==> src/rtl/noc_local_firewall_pkg.sv <==
// Shared types and helpers for the local injection firewall.
// Flit layout is {src_x, src_y, dst_x, dst_y, payload}, with the coordinates at the MSBs.
package noc_local_firewall_pkg;

  // Anomaly flag bit positions.
  localparam int unsigned AnomSpoofRegion = 0;
  localparam int unsigned AnomRate        = 1;
  localparam int unsigned AnomWidth       = 2;

  // Check outcome. The encoding is one-hot onto the anomaly flag bits, so a drop can OR it in.
  typedef enum logic [AnomWidth-1:0] {
    ChkPass        = 2'b00,
    ChkSpoofRegion = 2'b01,
    ChkRate        = 2'b10
  } chk_result_e;

  // Inclusive range test. An empty range (lo > hi) matches nothing.
  function automatic logic fw_in_range(input int unsigned val, input int unsigned lo,
                                       input int unsigned hi);
    return (val >= lo) && (val <= hi);
  endfunction

endpackage

==> src/rtl/noc_fw_fifo.sv <==
// Synchronous forward buffer for the firewall; power-of-2 depth, first-word-fall-through head.
module noc_fw_fifo #(
  parameter int unsigned Width = 40,
  parameter int unsigned Depth = 4
) (
  input  logic                       clk,
  input  logic                       rst,
  input  logic                       push,
  input  logic                       pop,
  input  logic [Width-1:0]           din,
  output logic [Width-1:0]           dout,
  output logic [$clog2(Depth):0]     count,
  output logic                       full,
  output logic                       empty
);

  localparam int unsigned AddrW = (Depth > 1) ? $clog2(Depth) : 1;
  localparam int unsigned CntW  = $clog2(Depth) + 1;

  logic [Width-1:0] mem_q [Depth];
  logic [Width-1:0] mem_d [Depth];
  logic [AddrW-1:0] wptr_q, wptr_d, rptr_q, rptr_d;
  logic [CntW-1:0]  count_q, count_d;
  logic             do_push, do_pop;

  assign full    = (count_q == CntW'(Depth));
  assign empty   = (count_q == '0);
  assign count   = count_q;
  assign dout    = mem_q[rptr_q];
  assign do_push = push & ~full;
  assign do_pop  = pop & ~empty;

  // Next-state: write at wptr, advance pointers, net count change.
  always_comb begin
    mem_d = mem_q;
    wptr_d = wptr_q;
    rptr_d = rptr_q;
    count_d = count_q;
    if (do_push) begin
      mem_d[wptr_q] = din;
      wptr_d = wptr_q + AddrW'(1);
    end
    if (do_pop) begin
      rptr_d = rptr_q + AddrW'(1);
    end
    unique case ({do_push, do_pop})
      2'b10:   count_d = count_q + CntW'(1);
      2'b01:   count_d = count_q - CntW'(1);
      default: count_d = count_q;
    endcase
  end

  // Storage and pointers; reset clears contents so the head reads zero.
  always_ff @(posedge clk or negedge rst) begin
    if (!rst) begin
      for (int i = 0; i < int'(Depth); i++) mem_q[i] <= '0;
      wptr_q  <= '0;
      rptr_q  <= '0;
      count_q <= '0;
    end else begin
      mem_q   <= mem_d;
      wptr_q  <= wptr_d;
      rptr_q  <= rptr_d;
      count_q <= count_d;
    end
  end

endmodule

==> src/rtl/noc_local_firewall.sv <==
// Flit-level security filter between the NI link controller and router local port 4.
// Checks source spoofing, destination window and (optionally) an injection-rate budget.
// Optional feature macro: FW_RATE_LIMIT_EN builds the token bucket and rate drops.
module noc_local_firewall
  import noc_local_firewall_pkg::*;
#(
  parameter int unsigned XY_WIDTH    = 2,
  parameter int unsigned FLIT_WIDTH  = 40,
  parameter int unsigned FIFO_DEPTH  = 4,
  parameter int unsigned RATE_WINDOW = 64,
  parameter int unsigned RATE_MAX    = 32,
  parameter int unsigned CNT_WIDTH   = 16
) (
  input  logic                  clk,
  input  logic                  rst,
  input  logic [XY_WIDTH-1:0]   myx,
  input  logic [XY_WIDTH-1:0]   myy,
  input  logic                  fw_enable,
  input  logic [XY_WIDTH-1:0]   allow_xmin,
  input  logic [XY_WIDTH-1:0]   allow_xmax,
  input  logic [XY_WIDTH-1:0]   allow_ymin,
  input  logic [XY_WIDTH-1:0]   allow_ymax,
  input  logic [FLIT_WIDTH-1:0] in_data,
  input  logic                  in_valid,
  output logic                  in_ready,
  output logic [FLIT_WIDTH-1:0] out_data,
  output logic                  out_valid,
  input  logic                  out_bp,
  input  logic                  anomaly_clear,
  output logic [AnomWidth-1:0]  anomaly_detected,
  output logic [CNT_WIDTH-1:0]  drop_count
);

  // Field offsets; the coordinate block sits at the top of the flit.
  localparam int unsigned FwSrcxMsb = FLIT_WIDTH - 1;
  localparam int unsigned FwSrcyMsb = FLIT_WIDTH - 1 - XY_WIDTH;
  localparam int unsigned FwDstxMsb = FLIT_WIDTH - 1 - 2 * XY_WIDTH;
  localparam int unsigned FwDstyMsb = FLIT_WIDTH - 1 - 3 * XY_WIDTH;
  localparam int unsigned FifoCntW  = $clog2(FIFO_DEPTH) + 1;

  logic [XY_WIDTH-1:0]  src_x, src_y, dst_x, dst_y;
  logic [FifoCntW-1:0]  fifo_count;
  logic                 fifo_empty, unused_fifo_full;
  logic                 accept, push, pop, drop;
  logic                 sr_fail, rate_fail;
  chk_result_e          chk;
  logic [AnomWidth-1:0] anomaly_q, anomaly_d;
  logic [CNT_WIDTH-1:0] drop_cnt_q, drop_cnt_d;

  assign src_x = in_data[FwSrcxMsb -: XY_WIDTH];
  assign src_y = in_data[FwSrcyMsb -: XY_WIDTH];
  assign dst_x = in_data[FwDstxMsb -: XY_WIDTH];
  assign dst_y = in_data[FwDstyMsb -: XY_WIDTH];

  // No full-and-popping bypass: readiness depends on occupancy only.
  assign in_ready  = (fifo_count < FifoCntW'(FIFO_DEPTH));
  assign accept    = in_valid & in_ready;
  assign out_valid = ~fifo_empty & out_bp;
  assign pop       = out_valid;

  assign sr_fail = (src_x != myx) | (src_y != myy) |
                   ~fw_in_range(32'(dst_x), 32'(allow_xmin), 32'(allow_xmax)) |
                   ~fw_in_range(32'(dst_y), 32'(allow_ymin), 32'(allow_ymax));

`ifdef FW_RATE_LIMIT_EN
  localparam int unsigned TokW = $clog2(RATE_MAX + 1);
  localparam int unsigned WinW = (RATE_WINDOW > 1) ? $clog2(RATE_WINDOW) : 1;

  logic [TokW-1:0] tokens_q, tokens_d;
  logic [WinW-1:0] win_q, win_d;
  logic            win_wrap, consume;

  assign rate_fail = (tokens_q == '0);
  assign consume   = accept & fw_enable & ~sr_fail & ~rate_fail;

  // Window counter free-runs; the wrap reloads the bucket, a same-cycle consume still counts.
  always_comb begin
    win_wrap = (win_q == WinW'(RATE_WINDOW - 1));
    win_d    = win_wrap ? '0 : win_q + WinW'(1);
    tokens_d = win_wrap ? TokW'(RATE_MAX) : tokens_q;
    if (consume) tokens_d = tokens_d - TokW'(1);
  end

  // Token bucket state.
  always_ff @(posedge clk or negedge rst) begin
    if (!rst) begin
      tokens_q <= TokW'(RATE_MAX);
      win_q    <= '0;
    end else begin
      tokens_q <= tokens_d;
      win_q    <= win_d;
    end
  end
`else
  localparam int unsigned unused_rate_cfg = RATE_WINDOW + RATE_MAX;
  assign rate_fail = 1'b0;
`endif

  // Spoof/region takes priority; rate is only judged on an otherwise clean flit.
  always_comb begin
    chk = ChkPass;
    if (sr_fail) begin
      chk = ChkSpoofRegion;
    end else if (rate_fail) begin
      chk = ChkRate;
    end
  end

  assign push = accept & (~fw_enable | (chk == ChkPass));
  assign drop = accept & fw_enable & (chk != ChkPass);

  // Sticky flags and saturating drop counter; a drop in the clear cycle survives the clear.
  always_comb begin
    anomaly_d  = anomaly_q;
    drop_cnt_d = drop_cnt_q;
    if (anomaly_clear) begin
      anomaly_d  = '0;
      drop_cnt_d = '0;
    end
    if (drop) begin
      anomaly_d = anomaly_d | AnomWidth'(chk);
      if (drop_cnt_d != '1) drop_cnt_d = drop_cnt_d + CNT_WIDTH'(1);
    end
  end

  // Anomaly reporting state.
  always_ff @(posedge clk or negedge rst) begin
    if (!rst) begin
      anomaly_q  <= '0;
      drop_cnt_q <= '0;
    end else begin
      anomaly_q  <= anomaly_d;
      drop_cnt_q <= drop_cnt_d;
    end
  end

  assign anomaly_detected = anomaly_q;
  assign drop_count       = drop_cnt_q;

  noc_fw_fifo #(
    .Width (FLIT_WIDTH),
    .Depth (FIFO_DEPTH)
  ) u_fifo (
    .clk   (clk),
    .rst   (rst),
    .push  (push),
    .pop   (pop),
    .din   (in_data),
    .dout  (out_data),
    .count (fifo_count),
    .full  (unused_fifo_full),
    .empty (fifo_empty)
  );

endmodule
==> config.mk <==
export PLATFORM = sky130hd
export DESIGN_NAME = noc_local_firewall
export DESIGN_NICKNAME = d
export VERILOG_FILES = /design/src/rtl/noc_local_firewall_pkg.sv /design/src/rtl/noc_fw_fifo.sv /design/src/rtl/noc_local_firewall.sv
export SDC_FILE = /design/constraint.sdc
export NUM_CORES = 1
export LEC_CHECK = 0
export ABC_AREA = 1
export CAP_MARGIN = 40
export CORE_ASPECT_RATIO = 0.75
export CORE_MARGIN = 2
export CORE_UTILIZATION = 40
export CTS_CLUSTER_SIZE = 16
export DETAILED_ROUTE_END_ITERATION = 16
export SETUP_SLACK_MARGIN = 0.2
export SLEW_MARGIN = 20
export SYNTH_ARGS = -nofsm -noshare
export SYNTH_HDL_FRONTEND = slang
export SYNTH_SLANG_ARGS = --single-unit
==> constraint.sdc <==
create_clock -name clk -period 2.7 [get_ports clk]
set_clock_uncertainty 0.15 [all_clocks]
set_input_delay 0.405 -clock clk [delete_from_list [all_inputs] [get_ports clk]]
set_output_delay 0.405 -clock clk [all_outputs]
set_load 0.05 [all_outputs]
==> out/results.txt <==
The flow ran to the end, and the final reports show no timing, DRC or antenna violations. The depth of the most critical reg-to-reg path was 8; the post-synthesis cell type count was 28. In this run the power spent charging and discharging nets is 7.784 mW. The fraction of post-synthesis cell area in the top cell type by area was 0.4795; the worst max-slew margin expressed relative to the limit was 0.5790. Clock-pin slew was measured on the worst setup and hold paths at 0.07 ns. The logs give 0.5363 for the final standard cell utilization of the core and 2222 for the number of inserted filler cells in the final layout. The number of global-route vias before repair was 8583. When the netlist entered floorplanning its net count stood at 1314. The combinational power share is 0.579.

Counting the buffers created by CTS gives 17. The clock share of power is 0.153, and the final period demand of the worst path is 2.439 ns. The tools report the setup slack after placement as -0.3136 ns. The average cell area after synthesis was 7.737 µm². The end of the worst register-to-register path was u_fifo.mem_q[24]. The area taken by flip-flops and latches was 4606 µm²; the sequential-to-total area share from yosys stat was 0.4795. After floorplanning, the core was sized to cover 23790 µm².

The tools report the capturing element type of the critical path as a primary output. For the count of mapped cells out of synthesis, the log shows 1241. The cell chosen for the clock root is clkbuf_16. For the final routed database, the setup TNS stands at 0 ns. The first global-routing pass estimated 47590 µm of wire.

The worst hold path begins at in_data[34]. 118 I/O pins were placed. The routed design has 29810 µm of wire. Max-cap violations in this run came to 0. Summed over all layers, the global routing overflow is 0.

The detailed-router iteration count before antenna repair is 5, and the number of antenna violations at the first check in global routing is 0. Final-report hold violation count: 0. For the maximum vdd drop, the log shows 998.6 µV.

The run gives 6.291 nW as the static power due to leakage. DRC violation total after the first TritonRoute iteration: 1126. Setup repair after global routing left no endpoint under its margin. The full die area was 25270 µm². Synthesis inferred 184 register bits. The share of the clock period used by the worst path came out at 0.9032.

No sink is reached through more buffers than the 2 on the longest clock path. The run gives 4 as the total number of H-tree levels. The tools report the largest net degree at the start of global routing as 107. The path category of the worst min-delay check was primary input to flop. The ratio of routed vias to standard cells is 5.573.

The worst hold endpoint was u_fifo.mem_q[114]. Floorplan row count: 49. For the worst-skew pair, the clock arrives at the later sink with an insertion delay of 0.45 ns.

The count of buffers inserted at the top-level ports is 116, and the effective utilization at floorplan is 0.4036. The final number of max-transition violations is 0, and the combined area of the multi-input logic cells is 4638 µm². Dividing the detail-routed wire length by the instance count gives 17.91 µm. The Yosys step of the flow raised 0 warnings. The tools report the data arrival time at the worst-slack endpoint as 1.88 ns. After synthesis, the cell types taking the most area are dfrtp_1 48%, nand2_1 17%, nand4_1 11%, o21ai_0 4.7%, nor2_1 4.1%. After synthesis the cells add up to 9602 µm².

The HPWL after detailed placement is 17910 µm. The via count of the routed design is 9273, and the share of synthesized flip-flops with an asynchronous set or reset is 1.000. The critical path is of the flop to primary output type.

Among all flip-flop cells after synthesis, the most frequent one is dfrtp_1. Of all cell types, the one taking the most synthesized area is dfrtp_1. The share of layout cells above drive strength 1 works out to 0.1627. For this design the ratio of total power to cell area is 1348 nW/µm². For the worst setup path, the data required time is 2.14 ns. Number of cells on the worst hold path: 4. For the pin with the worst max-slew slack, the measured transition is 0.6315 ns. 0 antenna diodes ended up in the layout. TritonCTS built the clock tree. Along the worst path, the maximum fanout reaches 26. The sequential share of power is 0.267. STA classifies the critical path startpoint as a flop.

The worst register-to-register path has a setup slack of 0.69 ns. Measured along the x axis, the die boundary spans 182.9 µm. The run gives 184 as the clock sink total. The startpoint identified for the worst register-to-register timing path is u_fifo.count[2]. Routability-driven placement finished with a final weighted congestion of 0.9596.

The worst-case hold slack is 0.2422 ns. Static timing analysis puts the maximum clock frequency at 0.4101 GHz. The setup-violating endpoint count in the final report is 0, and the number of enable flip-flop cells after synthesis is 0.

The total routing resource utilization after global routing is 0.2383, and the remaining number of nets flagged by the antenna check after routing is 0. Cell internal power was estimated by the tool at 9.407 mW. After layout, the worst setup slack is 0.2614 ns. The switching power share of the total works out to 0.4528. In this run the vertical extent of the chip is 138.2 µm. For this run, design rule violations remaining after detail routing come to 0.

The final layout net count was 1418. The layout overhead on the synthesized area was 32.86%.
-- metrics by stage --
step           instances  area [µm²]  power (mW)
2_1_floorplan       1241        9624       9.695
3_3_place_gp        1627       11830       13.95
3_5_place_dp        1627       11830       14.03
4_1_cts             1660       12580       16.98
5_1_grt             1664       12760       18.10
6_report            1664       12760       17.19
-- flip-flops by register name (all words and copies together), names as in the netlist --
register          flops
anomaly_detected      1
drop_count           16
u_fifo.count          3
u_fifo.mem_q        160
u_fifo.rptr_q         2
u_fifo.wptr_q         2
-- cell families (layout without fill, tap and decap cells) --
kind of cell,count (synthesis),after routing,synth area share
AND/OR/NAND/NOR,749,749,0.3517
flip-flops,184,184,0.4795
buffers and inverters,152,269,0.06659
AO/OA/AOI/OAI,132,132,0.07415
adder cells (fa/ha/maj),15,15,0.02033
XOR/XNOR,8,8,0.007298
other,1,1,0.0003906
-- Yosys cell counts (2+ instances only) --
master	n
nor2_2	3
nand3_1	22
o22ai_1	40
buf_1	12
ha_1	14
nor2_1	106
nand4_1	168
dfrtp_1	184
xor2_1	3
buf_2	28
inv_1	44
nand2_1	430
inv_2	4
clkbuf_1	54
xnor2_1	5
clkinv_1	2
o21ai_0	90
nor2_4	2
buf_4	7
nand3_2	13
nand2_2	3
-- final cells by class --
cell class / count / share of cell area
well taps: 306 / 0.03001
clock inverters: 14 / 0.01334
clock buffers: 18 / 0.03443
flip-flops and latches: 184 / 0.3610
multi-input cells: 905 / 0.3636
inverters: 50 / 0.01491
repair buffers: 187 / 0.1827
-- repair_timing --
action	in CTS	in global routing
hold endpoints to repair	55	0
pin swaps	1	8
endpoints found under the setup margin	34	52
hold buffers	1	0
resized for setup	24	26
setup buffers	0	3
gates cloned	0	1
-- critical path, cell delays in order (launching register included) --
cell and delay [ns]:
dfrtp_2 0.49, inv_2 0.15, buf_6 0.24, o21ai_0 0.14, o22ai_2 0.23, buf_12 0.18
-- power groups by stage --
| stage | clock network [mW] | logic [mW] | registers [mW] |
|---|---|---|---|
| after floorplan | 0 | 5.24 | 4.46 |
| after global placement | 0 | 9.37 | 4.58 |
| after detailed placement | 0 | 9.42 | 4.61 |
| after CTS | 2.69 | 9.71 | 4.58 |
| after global routing | 2.80 | 10.6 | 4.73 |
| final | 2.64 | 9.96 | 4.60 |
-- placed cells by master (no fill, tap or decap), types with 3 or more instances in the layout --
master	instances
clkbuf_16	18
buf_4	51
dlymetal6s2s_1	5
nand3_1	18
ha_4	4
xor2_1	3
bufinv_16	3
clkdlybuf4s50_1	68
o21ai_0	88
nand2_2	3
xnor2_1	5
ha_1	5
nand4_1	168
o22ai_2	27
clkinv_2	4
nand2_1	429
nand3_2	17
buf_6	4
dfrtp_1	183
buf_12	55
inv_6	5
ha_2	5
nor2_1	106
inv_2	9
nor2_2	3
inv_1	40
o22ai_1	13
-- worst max-delay path by stage --
stage / cells after the start / start / to
finish: 5 / u_fifo.rptr_q[0] / out_data[29]
global route: 16 / allow_xmin[1] / u_fifo.count[2]
CTS: 4 / u_fifo.rptr_q[0] / out_data[30]
detailed placement: 14 / in_data[32] / u_fifo.count[1]
global placement: 16 / in_data[32] / u_fifo.count[2]
floorplan: 16 / allow_ymin[1] / u_fifo.count[2]
-- routing by layer --
metal  vias up  wire, µm  GRT usage
li1       4386         -          -
met1      4514     14060     0.3627
met2       345     13380     0.3512
met3        28      2007    0.04162
met4         0       360    0.06105
met5         -         0          0
Note: power is estimated with default switching activity, not from simulation.
